$ cat src/rtl/mult_arb_pkg.sv
// mult_arb_pkg: shared types, constants and the round-robin pick function for the multiplier arbiter.
package mult_arb_pkg;
    localparam int OPW  = 32;
    localparam int ID_W = 3;
    typedef struct packed {
        logic            valid;
        logic [ID_W-1:0] id;
    } tag_t;
    typedef struct packed {
        logic            any;
        logic [ID_W-1:0] idx;
    } pick_t;
    // Descending scan so the lowest circular distance from ptr wins.
    function automatic pick_t rr_pick(input logic [7:0] valid, input logic [ID_W-1:0] ptr, input int n);
        pick_t           p;
        logic [ID_W-1:0] j;
        p = '0;
        for (int k = n - 1; k >= 0; k--) begin
            j = ID_W'((int'(ptr) + k) % n);
            if (valid[j]) p = '{any: 1'b1, idx: j};
        end
        return p;
    endfunction
endpackage

$ cat src/rtl/mult_arb_rr_picker.sv
// mult_arb_rr_picker: combinational circular priority select starting at ptr.
module mult_arb_rr_picker
    import mult_arb_pkg::*;
#(
    parameter int N = 2
) (
    input  logic [N-1:0]    valid,
    input  logic [ID_W-1:0] ptr,
    output logic [ID_W-1:0] grant,
    output logic            any
);
    pick_t p;
    always_comb p = rr_pick(8'(valid), ptr, N);
    assign grant = p.idx;
    assign any   = p.any;
endmodule

$ cat src/rtl/mult_share_arbiter.sv
// mult_share_arbiter: round-robin sharing of one pipelined 32x32 multiplier cell between requesters.
// Optional per-requester grant counters under MULT_ARB_STATS_EN.
module mult_share_arbiter
    import mult_arb_pkg::*;
#(
    parameter int NUM_REQ     = 2,
    parameter int MUL_LATENCY = 1,
    parameter int CNT_W       = 16
) (
    input  logic                   clk,
    input  logic                   reset,
    input  logic [NUM_REQ-1:0]     req_valid,
    output logic [NUM_REQ-1:0]     req_ready,
    input  logic [NUM_REQ*OPW-1:0] req_src1,
    input  logic [NUM_REQ*OPW-1:0] req_src2,
    output logic [OPW-1:0]         mul_src1,
    output logic [OPW-1:0]         mul_src2,
    input  logic [OPW-1:0]         mul_result,
    output logic [NUM_REQ-1:0]     rsp_valid,
    output logic [OPW-1:0]         rsp_result,
    output logic                   busy,
    input  logic [2:0]             stat_sel,
    input  logic                   stat_clr,
    output logic [CNT_W-1:0]       stat_count
);
    localparam int D = MUL_LATENCY + 1;
    logic [ID_W-1:0] rr_ptr, grant;
    logic            any, transfer;
    tag_t            tags [D];

    mult_arb_rr_picker #(.N(NUM_REQ)) u_pick (
        .valid(req_valid),
        .ptr  (rr_ptr),
        .grant(grant),
        .any  (any)
    );

    assign transfer  = any && !reset;
    assign req_ready = transfer ? NUM_REQ'(1) << grant : '0;

    // Tag stage D-1 lines up with the cell result for the same request.
    always_ff @(posedge clk) begin
        if (reset) begin
            rr_ptr     <= '0;
            mul_src1   <= '0;
            mul_src2   <= '0;
            rsp_valid  <= '0;
            rsp_result <= '0;
            for (int i = 0; i < D; i++) tags[i] <= '0;
        end else begin
            tags[0] <= '{valid: transfer, id: grant};
            for (int i = 1; i < D; i++) tags[i] <= tags[i-1];
            if (transfer) begin
                rr_ptr   <= (grant == ID_W'(NUM_REQ - 1)) ? '0 : grant + 1'b1;
                mul_src1 <= req_src1[grant*OPW +: OPW];
                mul_src2 <= req_src2[grant*OPW +: OPW];
            end
            rsp_valid <= tags[D-1].valid ? NUM_REQ'(1) << tags[D-1].id : '0;
            if (tags[D-1].valid) rsp_result <= mul_result;
        end
    end

    always_comb begin
        busy = |rsp_valid;
        for (int i = 0; i < D; i++) busy = busy | tags[i].valid;
    end

`ifdef MULT_ARB_STATS_EN
    logic [CNT_W-1:0] cnt [NUM_REQ];
    always_ff @(posedge clk) begin
        for (int i = 0; i < NUM_REQ; i++) begin
            if (reset || stat_clr) cnt[i] <= '0;
            else if (transfer && grant == ID_W'(i) && !(&cnt[i])) cnt[i] <= cnt[i] + 1'b1;
        end
    end
    always_comb begin
        stat_count = '0;
        for (int i = 0; i < NUM_REQ; i++) if (stat_sel == 3'(i)) stat_count = cnt[i];
    end
`else
    logic unused_stat;
    assign unused_stat = ^{stat_sel, stat_clr};
    assign stat_count  = '0;
`endif
endmodule

$ cat config.mk
export PLATFORM = sky130hd
export DESIGN_NAME = mult_share_arbiter
export DESIGN_NICKNAME = d
export VERILOG_FILES = /design/src/rtl/mult_arb_pkg.sv /design/src/rtl/mult_arb_rr_picker.sv /design/src/rtl/mult_share_arbiter.sv
export SDC_FILE = /design/constraint.sdc
export NUM_CORES = 1
export LEC_CHECK = 0
export CAP_MARGIN = 20
export CORE_AREA = 2 2 112 114
export DETAILED_ROUTE_END_ITERATION = 8
export DIE_AREA = 0 0 114 116
export DONT_BUFFER_PORTS = 1
export HOLD_SLACK_MARGIN = 0.06
export MAX_ROUTING_LAYER = met4
export PLACE_DENSITY = 0.51
export SYNTH_ARGS = -nofsm -noshare
export SYNTH_HDL_FRONTEND = slang
export SYNTH_SLANG_ARGS = --single-unit
$ cat constraint.sdc
create_clock -name clk -period 2 [get_ports clk]
set_clock_uncertainty 0.05 [all_clocks]
set_input_delay 0.4 -clock clk [delete_from_list [all_inputs] [get_ports clk]]
set_output_delay 0.4 -clock clk [all_outputs]
set_load 0.01 [all_outputs]
==> run metrics, run 1 <==
worst min path class=in2reg; Core Rows=40; vias per cell=5.34; vias in the first global route=2727; detailed-route DRC error count=0; Crit. End Element=output port; Overflow after GRT=0; adder-cell share of the synthesized area=0%; largest family of logic cells by synthesized area=compound AO/OA/AOI/OAI gates; Max IR drop VDD=0.464 mV; Slew @ Worst Pin=0.515 ns; Avg Inst Size Synth=10.7 um^2; top-area cell type share of the netlist area=51.2%; worst-path fanout max=33; leakage=1.76 nW; routed wire length per instance=19.4 um; Sink Count=103; # diodes=0; Synth cell types=27; hold slack=0.0793 ns; CTS tree=built; Inst Count DP=501; CP Class=reg2out; most frequent cells in the layout=dfxtp_1, a221o_1, and2_1; Initial DRC Count=160; Routed Antenna Nets=0; complex-gate fraction of the synthesized area=18.3%; Seq/Total Area, Yosys=51.2%; slowest cell on the critical path=dfxtp_1; relative slew slack=65.6%; f_max=533 MHz; Sum Neg Setup Slack=0 ns; synth warn=0; Worst-path clk slew=0.07 ns; area delta synth->final=9.03%; mux contribution to synthesized area=7.95%; reg-to-reg setup timing slack=0.42 ns; Fill cells=1210; synth top area cells=dfxtp_1, a221o_1, and2_1; H-tree depth=3; CP Data Required Time=1.55 ns; die height=116 um; total power=0.00436 W; postcts setup bufs=0; routed vias=2760; Mapped Area=4030 um^2; DR pass1 iterations=4; Pwr per Cell Area=991 nW/um^2; CP Cell Sequence=a21bo_4 -> nor2_4 -> buf_12; Max Root-Sink Buffers=2; Slew Viols, Final=0; min cycle time layout=1.88 ns; hold buffer count at cts=0; GRT Overall Usage=14.5%; final period utilization=93.8%; Die Wd=114 um; status=finished, final reports clean; critical path's largest stage delay=0.35 ns; fin nets=533; Fin. Hold Viols=0; CTS Buf Count=9; xor/xnor cell area share of the yosys netlist=0%; Port Buffers=0; Syn Inst Count=376; Initial Util=33.8%; worst-skew pair later-pin latency=0.33 ns; Final setup viols=0; critical path data arrival time=1.43 ns; total I/O pin count=285; fin cells=517; initial antenna violation count=0; simple-gate share of the synthesized area=15.0%; RSZ-0062 raised after global routing=false; most common cell after layout, fill and taps aside=dfxtp_1; Yosys top cell by area=dfxtp_1; core region area=11900 um^2; global-route wire length before repair=14200 um; full die area=13200 um^2; #FFs+latches synth=103; Setup crit start kind=flop; Post-Route Utilization=36.9%; clock root cell=clkbuf_16; post-CTS resize count=0; GPL Wtd Cong=0.771; layout cell share with drive strength beyond 1=10.0%; WL final=10000 um; Max-Cap Viols=0; Detailed Place HPWL=7450 um; largest net degree at the start of global routing=49
path summary, 6_finish.rpt:
path               from            to  depth (start not counted)
max           rr_ptr[0]  req_ready[0]                          3
min               reset    tags[0][7]                          1
max reg2reg   rr_ptr[0]  mul_src2[28]                          5
min reg2reg  tags[0][4]  rsp_valid[0]                          1
power by group:
part / leakage [nW] / internal (W) / switching, W
combinational: 0.762 / 0.000166 / 0.000150
sequential: 0.850 / 0.00220 / 0.000165
clock: 0.146 / 0.000953 / 0.000725
total: 1.76 / 0.00332 / 0.00104
worst max-delay path: cells and delay by family, from the launching register on:
family	cells	cell delay, ns
flops	1	0.35
compound gates	1	0.26
buf+inv	1	0.23
simple gates	1	0.23
sequential cells by signal, indices dropped and copies added (netlist names):
name	count
mul_src1	32
tags	4
rsp_result	32
rr_ptr	1
rsp_valid	2
mul_src2	32
routing by layer:
| layer | GRT usage [%] | up-vias | routed length [um] |
|---|---|---|---|
| met1 | 16.8 | 1272 | 3920 |
| met2 | 23.1 | 172 | 4860 |
| met5 | - | - | 0 |
| met3 | 3.71 | 17 | 984 |
| li1 | - | 1299 | - |
| met4 | 7.80 | 0 | 255 |
cell type report:
class	count	area, um^2	area share [%]
multi-input cells	235	1740	39.6
flip-flops and latches	103	2060	47.0
repair buffers	10	87.6	1.99
well taps	147	184	4.19
clock buffers	13	270	6.15
clock inverters	3	26.3	0.598
inverters	6	22.5	0.513
through the flow:
| stage | setup WS, ns | instance area, um^2 |
|---|---|---|
| global placement | 0.423 | 4100 |
| floorplan | 0.420 | 4090 |
| global route | 0.0608 | 4390 |
| finish | 0.125 | 4390 |
| CTS | 0.114 | 4390 |
| detailed placement | 0.399 | 4100 |
cells in the mapped netlist:
library cell	instances
a211oi_1	1
a21bo_4	1
a21oi_1	6
a221o_1	58
a31oi_1	6
and2_0	1
and2_1	57
and3b_1	1
buf_1	4
buf_2	15
buf_4	20
buf_6	1
clkbuf_1	6
clkbuf_2	1
conb_1	1
dfxtp_1	103
inv_1	6
mux2i_1	32
nor2_1	41
nor2_2	1
nor2b_1	2
nor2b_4	1
nor3_2	1
nor3b_1	2
nor3b_2	1
o221a_2	6
or4_1	1
kinds of logic (layout without fill, tap and decap cells):
| kind of cell | after synthesis | in the layout |
|---|---|---|
| and+or+nand+nor | 109 | 109 |
| DFF | 103 | 103 |
| other | 1 | 16 |
| muxes | 32 | 32 |
| buffers and inverters | 53 | 32 |
| AOI/OAI and AO/OA | 78 | 78 |
No activity file was read; power rests on OpenSTA's default activity.
==> inputs of run 2 (changes only) <==
--- a/config.mk
+++ b/config.mk
@@ -13,6 +13,7 @@
 export HOLD_SLACK_MARGIN = 0.06
 export MAX_ROUTING_LAYER = met4
 export PLACE_DENSITY = 0.51
+export SKIP_CTS_REPAIR_TIMING = 1
 export SYNTH_ARGS = -nofsm -noshare
 export SYNTH_HDL_FRONTEND = slang
 export SYNTH_SLANG_ARGS = --single-unit
==> results of run 2 <==
Same layout as run 1: the final DEF is identical, and so are final timing and power.
==> inputs of run 3 (changes only) <==
--- a/config.mk
+++ b/config.mk
@@ -13,6 +13,7 @@
 export HOLD_SLACK_MARGIN = 0.06
 export MAX_ROUTING_LAYER = met4
 export PLACE_DENSITY = 0.51
+export RECOVER_POWER = 50
 export SKIP_CTS_REPAIR_TIMING = 1
 export SYNTH_ARGS = -nofsm -noshare
 export SYNTH_HDL_FRONTEND = slang
==> run metrics, run 3 (same netlist as run 1, synthesis figures left out) <==
status=finished, final reports clean; slowest cell on the critical path=dfxtp_1; hold slack=0.0866 ns (+0.00729 ns); critical path's largest stage delay=0.33 ns (-0.02 ns); area delta synth->final=8.66%; combinational share of power=7.2% (about the same); Hold Crit Endpoint=rsp_result[23]; H-tree depth=3 (unchanged); DR pass1 iterations=4 (unchanged); Flop pwr share=54.2% (about the same); worst min path class=in2reg; worst-skew pair later-pin latency=0.33 ns (about the same); most frequent cells in the layout=dfxtp_1, a221o_1, and2_1; full die area=13200 um^2 (unchanged); Slew Viols, Final=0 (unchanged); vias per cell=5.34 (+0.11%); worst-path fanout max=33 (unchanged); detailed-route DRC error count=0 (unchanged); vias in the first global route=2727 (unchanged); CP Cell Sequence=a21bo_4 -> nor2_4 -> buf_12; M3 GR Usage=3.71% (unchanged); Max Root-Sink Buffers=2 (unchanged); worst r2r src=tags[0][7]; M2 GR Usage=23.1% (unchanged); Max IR drop VDD=0.464 mV (about the same); Worst-path clk slew=0.07 ns (about the same); Crit path max-delay family=flip-flops; CTS Buf Count=9 (unchanged); busiest grt layer=met2; Clock Power Share=38.5% (about the same); Routed Antenna Nets=0 (unchanged); Die Wd=114 um (unchanged); f_max=544 MHz (+2.1%); largest registers=mul_src1: 32 flops, mul_src2: 32 flops, rsp_result: 32 flops; Detailed Place HPWL=7450 um (unchanged); leakage=1.75 nW (-0.59%); Worst Hold Path Cells=1 (unchanged); relative slew slack=32.3% (-33 points); GPL Wtd Cong=0.771 (unchanged); Sink Count=103 (unchanged); Initial Util=33.8% (unchanged); core region area=11900 um^2 (unchanged); final period utilization=91.9% (-1.9 points); Slew @ Worst Pin=1.01 ns (+0.500 ns); FF-to-FF End=rsp_result[8]; internal power=0.00331 W (about the same); GR Layer Usage met1=16.8% (unchanged); Setup crit start kind=flop; largest net degree at the start of global routing=49 (unchanged); Overflow after GRT=0 (unchanged); CP Class=reg2out; routed wire length per instance=19.4 um (about the same); clock root cell=clkbuf_16; CP Buf/Inv Count=1 (unchanged); CTS tree=built; layout cell share with drive strength beyond 1=9.19% (-0.81 points); Port Buffers=0 (unchanged); routed vias=2763 (+0.11%); R2R depth=3 (-2); Final setup viols=0 (unchanged); die height=116 um (unchanged); total I/O pin count=285 (unchanged); WL final=10000 um (about the same); min-delay src=reset; Sum Neg Setup Slack=0 ns (unchanged); initial antenna violation count=0 (unchanged); RSZ-0062 raised after global routing=false; CP Data Required Time=1.55 ns (about the same); Crit. End Element=output port; min cycle time layout=1.84 ns (-0.0378 ns); Initial DRC Count=142 (-11%); fin nets=533 (unchanged); most common cell after layout, fill and taps aside=dfxtp_1; switching portion of total power=23.9% (about the same); Max-Cap Viols=0 (unchanged); Core Rows=40 (unchanged); Fin. Hold Viols=0 (unchanged); Pwr per Cell Area=994 nW/um^2 (+0.26%); Psw=0.00104 W (-0.13%); GRT Overall Usage=14.5% (unchanged); # diodes=0 (unchanged); Post-Route Utilization=36.8% (-0.13 points); reg-to-reg setup timing slack=0.40 ns (-0.02 ns); critical path data arrival time=1.39 ns (-0.04 ns); global-route wire length before repair=14200 um (unchanged)
[run 3: layout make-up]
type,instances,area (um^2)
Clock buffer,13,270
Timing Repair Buffer,10,81.3
Sequential cell,103,2060
Clock inverter,3,26.3
Fill cell,1214,7530
Multi-Input combinational cell,235,1730
Inverter,6,22.5
Tap cell,147,184
[run 3: metal layers]
layer / wire [um] / up-vias
met3: 961 / 16
met4: 249 / 0
met2: 4880 / 167
met5: 0 / -
li1: - / 1302
met1: 3920 / 1278
[run 3: power groups by stage]
stage / registers [W] / clock network, W / logic [W]
floorplan: 0.00237 / 0 / 0.000316
global placement: 0.00241 / 0 / 0.000310
detailed placement: 0.00241 / 0 / 0.000322
CTS: 0.00236 / 0.00175 / 0.000320
global route: 0.00238 / 0.00183 / 0.000354
finish: 0.00236 / 0.00168 / 0.000315
[run 3: how the worst max path moves through the flow]
stage                       from      endpoint  depth (start not counted)
finish                 rr_ptr[0]  req_ready[0]                          3
global route           rr_ptr[0]  req_ready[0]                          3
CTS                    rr_ptr[0]  req_ready[0]                          3
detailed placement  req_valid[0]  mul_src2[18]                          5
global placement    req_valid[0]  mul_src2[22]                          5
floorplan           req_valid[0]  req_ready[1]                          4
[run 3: per-stage QoR]
step / total power, W / instance area [um^2] / setup WS, ns / std cells
after floorplan: 0.00268 / 4090 / 0.420 / 391
after global placement: 0.00272 / 4100 / 0.423 / 501
after detailed placement: 0.00273 / 4100 / 0.399 / 501
after CTS: 0.00443 / 4390 / 0.114 / 517
after global routing: 0.00456 / 4380 / 0.0918 / 517
final: 0.00435 / 4380 / 0.163 / 517
